<file path="config.mk">
export PLATFORM = sky130hd
export DESIGN_NAME = hamming_nibble_assembler
export DESIGN_NICKNAME = d
export VERILOG_FILES = /design/src/rtl/hamming_nibble_assembler.sv
export SDC_FILE = /design/constraint.sdc
export NUM_CORES = 1
export LEC_CHECK = 0
export BUFFER_PORTS_ARGS = -buffer_cell sky130_fd_sc_hd__buf_2
export CORE_UTILIZATION = 58
export CTS_CLUSTER_SIZE = 12
export DETAILED_ROUTE_END_ITERATION = 8
export PLACE_DENSITY = 0.85
export SLEW_MARGIN = 0
export SYNTH_ARGS = -nofsm -noshare
export SYNTH_HDL_FRONTEND = slang
export SYNTH_SLANG_ARGS = --single-unit
</file>
<file path="constraint.sdc">
create_clock -name clk -period 4.8 [get_ports clk]
set_input_delay 0.96 -clock clk [delete_from_list [all_inputs] [get_ports clk]]
set_output_delay 0.96 -clock clk [all_outputs]
set_load 0.02 [all_outputs]
</file>
<file path="src/rtl/hamming_nibble_assembler.sv">
// Hamming nibble assembler: pairs corrected nibbles from an eH(8,4) decoder
// into bytes, carries per-byte error flags, and keeps saturating error/byte
// statistics.
module hamming_nibble_assembler #(
   parameter bit          LOW_FIRST = 1'b1,
   parameter int unsigned CNT_W     = 16
) (
   input  logic             clk,
   input  logic             rst,
   input  logic             in_valid,
   input  logic [3:0]       in_data,
   input  logic             in_corr,
   input  logic             in_uncorr,
   output logic             in_ready,
   output logic             out_valid,
   input  logic             out_ready,
   output logic [7:0]       out_byte,
   output logic             out_fixed,
   output logic             out_bad,
   input  logic             clr_stats,
   output logic [CNT_W-1:0] corr_cnt,
   output logic [CNT_W-1:0] uncorr_cnt,
   output logic [CNT_W-1:0] byte_cnt
);

   typedef enum logic [1:0] {
      ST_FIRST  = 2'd0,
      ST_SECOND = 2'd1,
      ST_FULL   = 2'd2
   } state_e;

   localparam logic [CNT_W-1:0] CNT_MAX = {CNT_W{1'b1}};
   localparam logic [CNT_W-1:0] CNT_ONE = CNT_W'(1);

   state_e           state_q, state_d;
   logic [3:0]       nib_q, nib_d;
   logic             nib_fixed_q, nib_fixed_d;
   logic             nib_bad_q, nib_bad_d;
   logic [7:0]       byte_q, byte_d;
   logic             fixed_q, fixed_d;
   logic             bad_q, bad_d;
   logic [CNT_W-1:0] corr_cnt_q, corr_cnt_d;
   logic [CNT_W-1:0] uncorr_cnt_q, uncorr_cnt_d;
   logic [CNT_W-1:0] byte_cnt_q, byte_cnt_d;

   logic accept;
   logic out_hs;
   logic cls_bad;
   logic cls_fixed;

   // Handshakes and nibble classification (uncorrectable dominates corrected)
   always_comb begin
      in_ready  = (state_q == ST_FULL) ? out_ready : 1'b1;
      accept    = in_valid & in_ready;
      out_hs    = (state_q == ST_FULL) & out_ready;
      cls_bad   = in_uncorr;
      cls_fixed = in_corr & ~in_uncorr;
   end

   // Next-state and datapath: collect two nibbles, hold byte until consumed
   always_comb begin
      state_d     = state_q;
      nib_d       = nib_q;
      nib_fixed_d = nib_fixed_q;
      nib_bad_d   = nib_bad_q;
      byte_d      = byte_q;
      fixed_d     = fixed_q;
      bad_d       = bad_q;
      unique case (state_q)
         ST_FIRST: begin
            if (accept) begin
               nib_d       = in_data;
               nib_fixed_d = cls_fixed;
               nib_bad_d   = cls_bad;
               state_d     = ST_SECOND;
            end
         end
         ST_SECOND: begin
            if (accept) begin
               byte_d  = LOW_FIRST ? {in_data, nib_q} : {nib_q, in_data};
               fixed_d = nib_fixed_q | cls_fixed;
               bad_d   = nib_bad_q | cls_bad;
               state_d = ST_FULL;
            end
         end
         ST_FULL: begin
            // An accept here implies out_ready, so it always rides on a handshake
            if (out_hs) begin
               if (accept) begin
                  nib_d       = in_data;
                  nib_fixed_d = cls_fixed;
                  nib_bad_d   = cls_bad;
                  state_d     = ST_SECOND;
               end else begin
                  state_d = ST_FIRST;
               end
            end
         end
         default: state_d = ST_FIRST;
      endcase
   end

   // Saturating statistics; clear wins over any same-cycle increment
   always_comb begin
      corr_cnt_d   = corr_cnt_q;
      uncorr_cnt_d = uncorr_cnt_q;
      byte_cnt_d   = byte_cnt_q;
      if (clr_stats) begin
         corr_cnt_d   = '0;
         uncorr_cnt_d = '0;
         byte_cnt_d   = '0;
      end else begin
         if (accept && cls_fixed && (corr_cnt_q != CNT_MAX)) begin
            corr_cnt_d = corr_cnt_q + CNT_ONE;
         end
         if (accept && cls_bad && (uncorr_cnt_q != CNT_MAX)) begin
            uncorr_cnt_d = uncorr_cnt_q + CNT_ONE;
         end
         if (out_hs && (byte_cnt_q != CNT_MAX)) begin
            byte_cnt_d = byte_cnt_q + CNT_ONE;
         end
      end
   end

   // State and data registers with synchronous reset
   always_ff @(posedge clk) begin
      if (rst) begin
         state_q      <= ST_FIRST;
         nib_q        <= 4'h0;
         nib_fixed_q  <= 1'b0;
         nib_bad_q    <= 1'b0;
         byte_q       <= 8'h00;
         fixed_q      <= 1'b0;
         bad_q        <= 1'b0;
         corr_cnt_q   <= '0;
         uncorr_cnt_q <= '0;
         byte_cnt_q   <= '0;
      end else begin
         state_q      <= state_d;
         nib_q        <= nib_d;
         nib_fixed_q  <= nib_fixed_d;
         nib_bad_q    <= nib_bad_d;
         byte_q       <= byte_d;
         fixed_q      <= fixed_d;
         bad_q        <= bad_d;
         corr_cnt_q   <= corr_cnt_d;
         uncorr_cnt_q <= uncorr_cnt_d;
         byte_cnt_q   <= byte_cnt_d;
      end
   end

   assign out_valid  = (state_q == ST_FULL);
   assign out_byte   = byte_q;
   assign out_fixed  = fixed_q;
   assign out_bad    = bad_q;
   assign corr_cnt   = corr_cnt_q;
   assign uncorr_cnt = uncorr_cnt_q;
   assign byte_cnt   = byte_cnt_q;

endmodule
</file>
[After elaboration in Yosys (flattened, before gate mapping)]
Cells that the tools add are included.
Word-level totals
  word-level logic and storage cells: 53
  flip-flop bits (word level): 66
Cells by class
  multiplexer cells: 15
  bitwise logic cells: 6
  reductions and logical operators: 11
  eq/ne operators: 8
  add/subtract/negate cells: 3
Operators with widths (count)
  16-bit by 1-bit adder with 16-bit output, second input constant: 3
  16-bit != test, second input constant: 3
  4-bit two-way mux: 2
  4-bit case mux with 2 select lines: 1
  1-bit two-way mux: 6
  2-bit two-way mux: 3
  2-bit case mux with 3 select lines: 1
  1-bit logical AND: 5
  2-bit != test, second input constant: 2
  1-bit case mux with 2 select lines: 2
  2-bit AND reduction: 2
  1-bit bitwise AND: 3
  3-bit AND reduction: 1
  2-bit by 1-bit == test with 1-bit output, second input constant: 1
  2-bit == test, second input constant: 1
  2-bit logical NOT: 1
  2-bit by 1-bit != test with 1-bit output, second input constant: 1
  1-bit bitwise OR: 2
  2-bit nonzero test: 1
  2-bit OR reduction: 1
  1-bit NOT: 1

[Depth between registers and ports, before layout]
  word-level depth: 6
  mapped depth: 7

[Worst setup path after synthesis]
Ideal clock, no wire load.
  path type: input port to output port
  start point: input out_ready
  end point: output in_ready
  required time: 3840 ps
  setup slack: 2312 ps
  data arrival time: 1528 ps
  stages on the path: 3
  cells stage by stage: nor3b_1 inv_2 buf_2
Between the ends
  longest elaborated chain between the ends: 1
RTL lines
  start: declaration: line 16  | input logic out_ready,
  1-bit two-way mux: line 53  | in_ready = (state_q == ST_FULL) ? out_ready : 1'b1;
  end: declaration: line 14  | output logic in_ready,
No other way between the ends.

[Final worst setup path]
Same ends and word-level chain as after synthesis.

==> impl_metrics.toml <==
[cts]
cts_tree = "built"
clk_latency_ps = 350
clock_path_buffers = 2
path_clk_slew_ps = 80
htreeDepth = 3
hold_buffers = 0
cts_root_buf = "clkbuf_8"
cts.sinks = 66
post-cts-setup-buffers = 0
cts_resized = 0
cts_buffers = 9

[worst_setup_path]
reg2reg_to = "byte_cnt[7]"
cp.arrival_ps = 1850
crit_required_ps = 3840
crit_path_start = "out_ready"
crit_fanout = 11
criticalPathCategory = "in2out"
r2r-start = "byte_cnt[0]"
endpoint = "in_ready"
rr_worst_depth = 6
critPathMaxStageDelay_ps = 360
path_cells = "buf_2 > nor3b_1 > inv_2 > buf_2"
ff2ff_setup_slack_ps = 2600
start_kind = "input pin"
worst_path_most_repeated_cell = "buf_2"
slowest_stage = "nor3b_1"
critPathCaptureType = "output pin"

[status]
status = "finished, final reports clean"

[layout]
fill_cells = 431
drive_above_1_share = 0.222
fin_area_sq_um = 3740
multi_input_area_sq_um = 1770
most-common-layout-cells = "buf_2, dfxtp_1, nand2_1"
diodes = 0
area_delta_synth_final_pct = 17.3
fin_nets = 459
area.sequential_sq_um = 1320
layout_commonest_cell = "buf_2"

[power_and_ir_drop]
pwr-share-comb = 0.062
power_density_nw_per_um2 = 280
p_sw_mw = 0.279
internal_power_mw = 0.768
irDropWorstVdd_uv = 256
p_sw_frac = 0.266
leakage_nw = 1.44
pwr-share-seq = 0.539
pwr-share-clk = 0.399

[detailed_routing]
dr_wl_met3_um = 487
wl_per_cell_um = 14.6
antenna_left = 0
drc = 0
drt_iter0_drc = 280
vias = 3225
drt-pass1-iter-count = 4
wl_met1_um = 3460
highest_layer = "met4"
drt-total-wl_um = 7600
met2_length_um = 3570
avgViaCountPerCell = 6.20

[timing]
drv_slew = 0
worst_pin_slew_ps = 1040
finalHoldViolCount = 0
tns_ps = 0
rsz0062_at_grt = "no"
min_period_ps = 2810
fin_skew_ps = 17.0
relSlewSlack = 0.299
period_share = 0.585
max_freq_mhz = 356
timing.hold.ws_ps = 458
finalSetupViolations = 0

[global_route]
first_global_vias = 2905
antenna_found_initial = 0
grt_pass1_wl_um = 13000
grt_overflow = 0
grt_start_max_net_pins = 42
track_usage = 0.274

[synthesis]
synth_top_area_frac = 0.414
synth_flop_cell = "dfxtp_1"
yosys-top-cells-area = "dfxtp_1, a21oi_1, nand2_1, or4_1, o31ai_1"
async_reset_ff_frac = 0
synthCells = 381
synth-seq-cells = 66
syn_nets = 395
yosys.area.top_type = "dfxtp_1"
synth_edf_count = 0
yosysWarnings = 0
avgSynthCellArea_sq_um = 8.37
syn_area_sq_um = 3190
yosysUniqueCellTypes = 46
synth-seq-area-share = 0.414

[job]
maxCapViolations = 0

[floorplan]
core_area_sq_um = 5200
start_util = 0.613
die_h_um = 76.2
ios = 71
row_count = 26
die_area_sq_um = 5800
die_w_um = 76.2

[hold_path]
worstHoldPathCells = 2
min-delay-start = "out_byte[2]"
hold_class = "reg2reg"

[placed_design]
hpwl_um = 5310
placed_cell_area_sq_um = 3560
gp_congestion = 0.809
portBuffers = 70
flip-flops by register name, indices dropped and copies added (netlist names):
signal       cells
byte_cnt        16
corr_cnt        16
nib_bad_q        1
nib_fixed_q      1
nib_q            4
out_bad          1
out_byte         8
out_fixed        1
state_q          2
uncorr_cnt      16
metal layers:
layer	vias up	track usage
met5	-	0
met4	0	0.0846
met3	11	0.0850
met2	98	0.459
met1	1512	0.337
li1	1604	-
synthesized netlist by cell type, types with 4 or more instances:
cell type  number
a21oi_1        43
a31oi_1         4
and3_1          6
and4_1          6
buf_2           7
clkbuf_1       12
dfxtp_1        66
mux2i_1         8
nand2_1        46
nand3_1        14
nand4_1        20
nor2_1         20
nor3_1          7
nor4_1          6
o21ai_0        13
o31ai_1        19
or2_2           4
or3_1          13
or4_1          21
metrics by stage:
| step | cells | power [mW] | utilization | setup slack, ps |
|---|---|---|---|---|
| CTS | 520 | 1.06 | 0.719 | 1980 |
| global placement | 504 | 0.639 | 0.684 | 2040 |
| global route | 520 | 1.09 | 0.719 | 1940 |
| floorplan | 381 | 0.622 | - | 2310 |
| finish | 520 | 1.05 | 0.719 | 1990 |
| detailed placement | 504 | 0.641 | 0.684 | 1980 |
power groups by stage:
stage / Clock [mW] / Combinational (mW) / Sequential, mW
detailed placement: 0 / 0.0646 / 0.577
floorplan: 0 / 0.0412 / 0.581
CTS: 0.427 / 0.0648 / 0.564
finish: 0.418 / 0.0647 / 0.564
global placement: 0 / 0.0624 / 0.576
global route: 0.453 / 0.0714 / 0.566
cell families after synthesis:
| logic type | after synthesis | synth area share |
|---|---|---|
| DFF | 66 | 0.414 |
| xor gates and xnor gates | 2 | 0.00549 |
| and+or+nand+nor | 181 | 0.320 |
| muxes | 8 | 0.0251 |
| buffers and inverters | 23 | 0.0298 |
| adders and majority gates | 3 | 0.0118 |
| AOI/OAI and AO/OA | 98 | 0.194 |
worst max-delay path: cells and delay by family:
kind / cells / cell delay (ps)
buffers and inverters: 3 / 520
AND/OR/NAND/NOR: 1 / 360
worst min path at each step:
stage,end,slack [ps]
after detailed placement,out_byte[2],450
after global placement,out_byte[0],440
after global routing,out_byte[3],490
final,out_byte[2],460
after floorplan,out_byte[0],430
after CTS,out_byte[2],460
layout make-up:
type,instances,share of cell area
clock buffers,9,0.0331
well taps,70,0.0234
clock inverters,7,0.0144
inverters,4,0.00401
flip-flops and latches,66,0.353
repair buffers,72,0.0977
multi-input cells,292,0.474
Note: power is estimated with default switching activity, not from simulation.
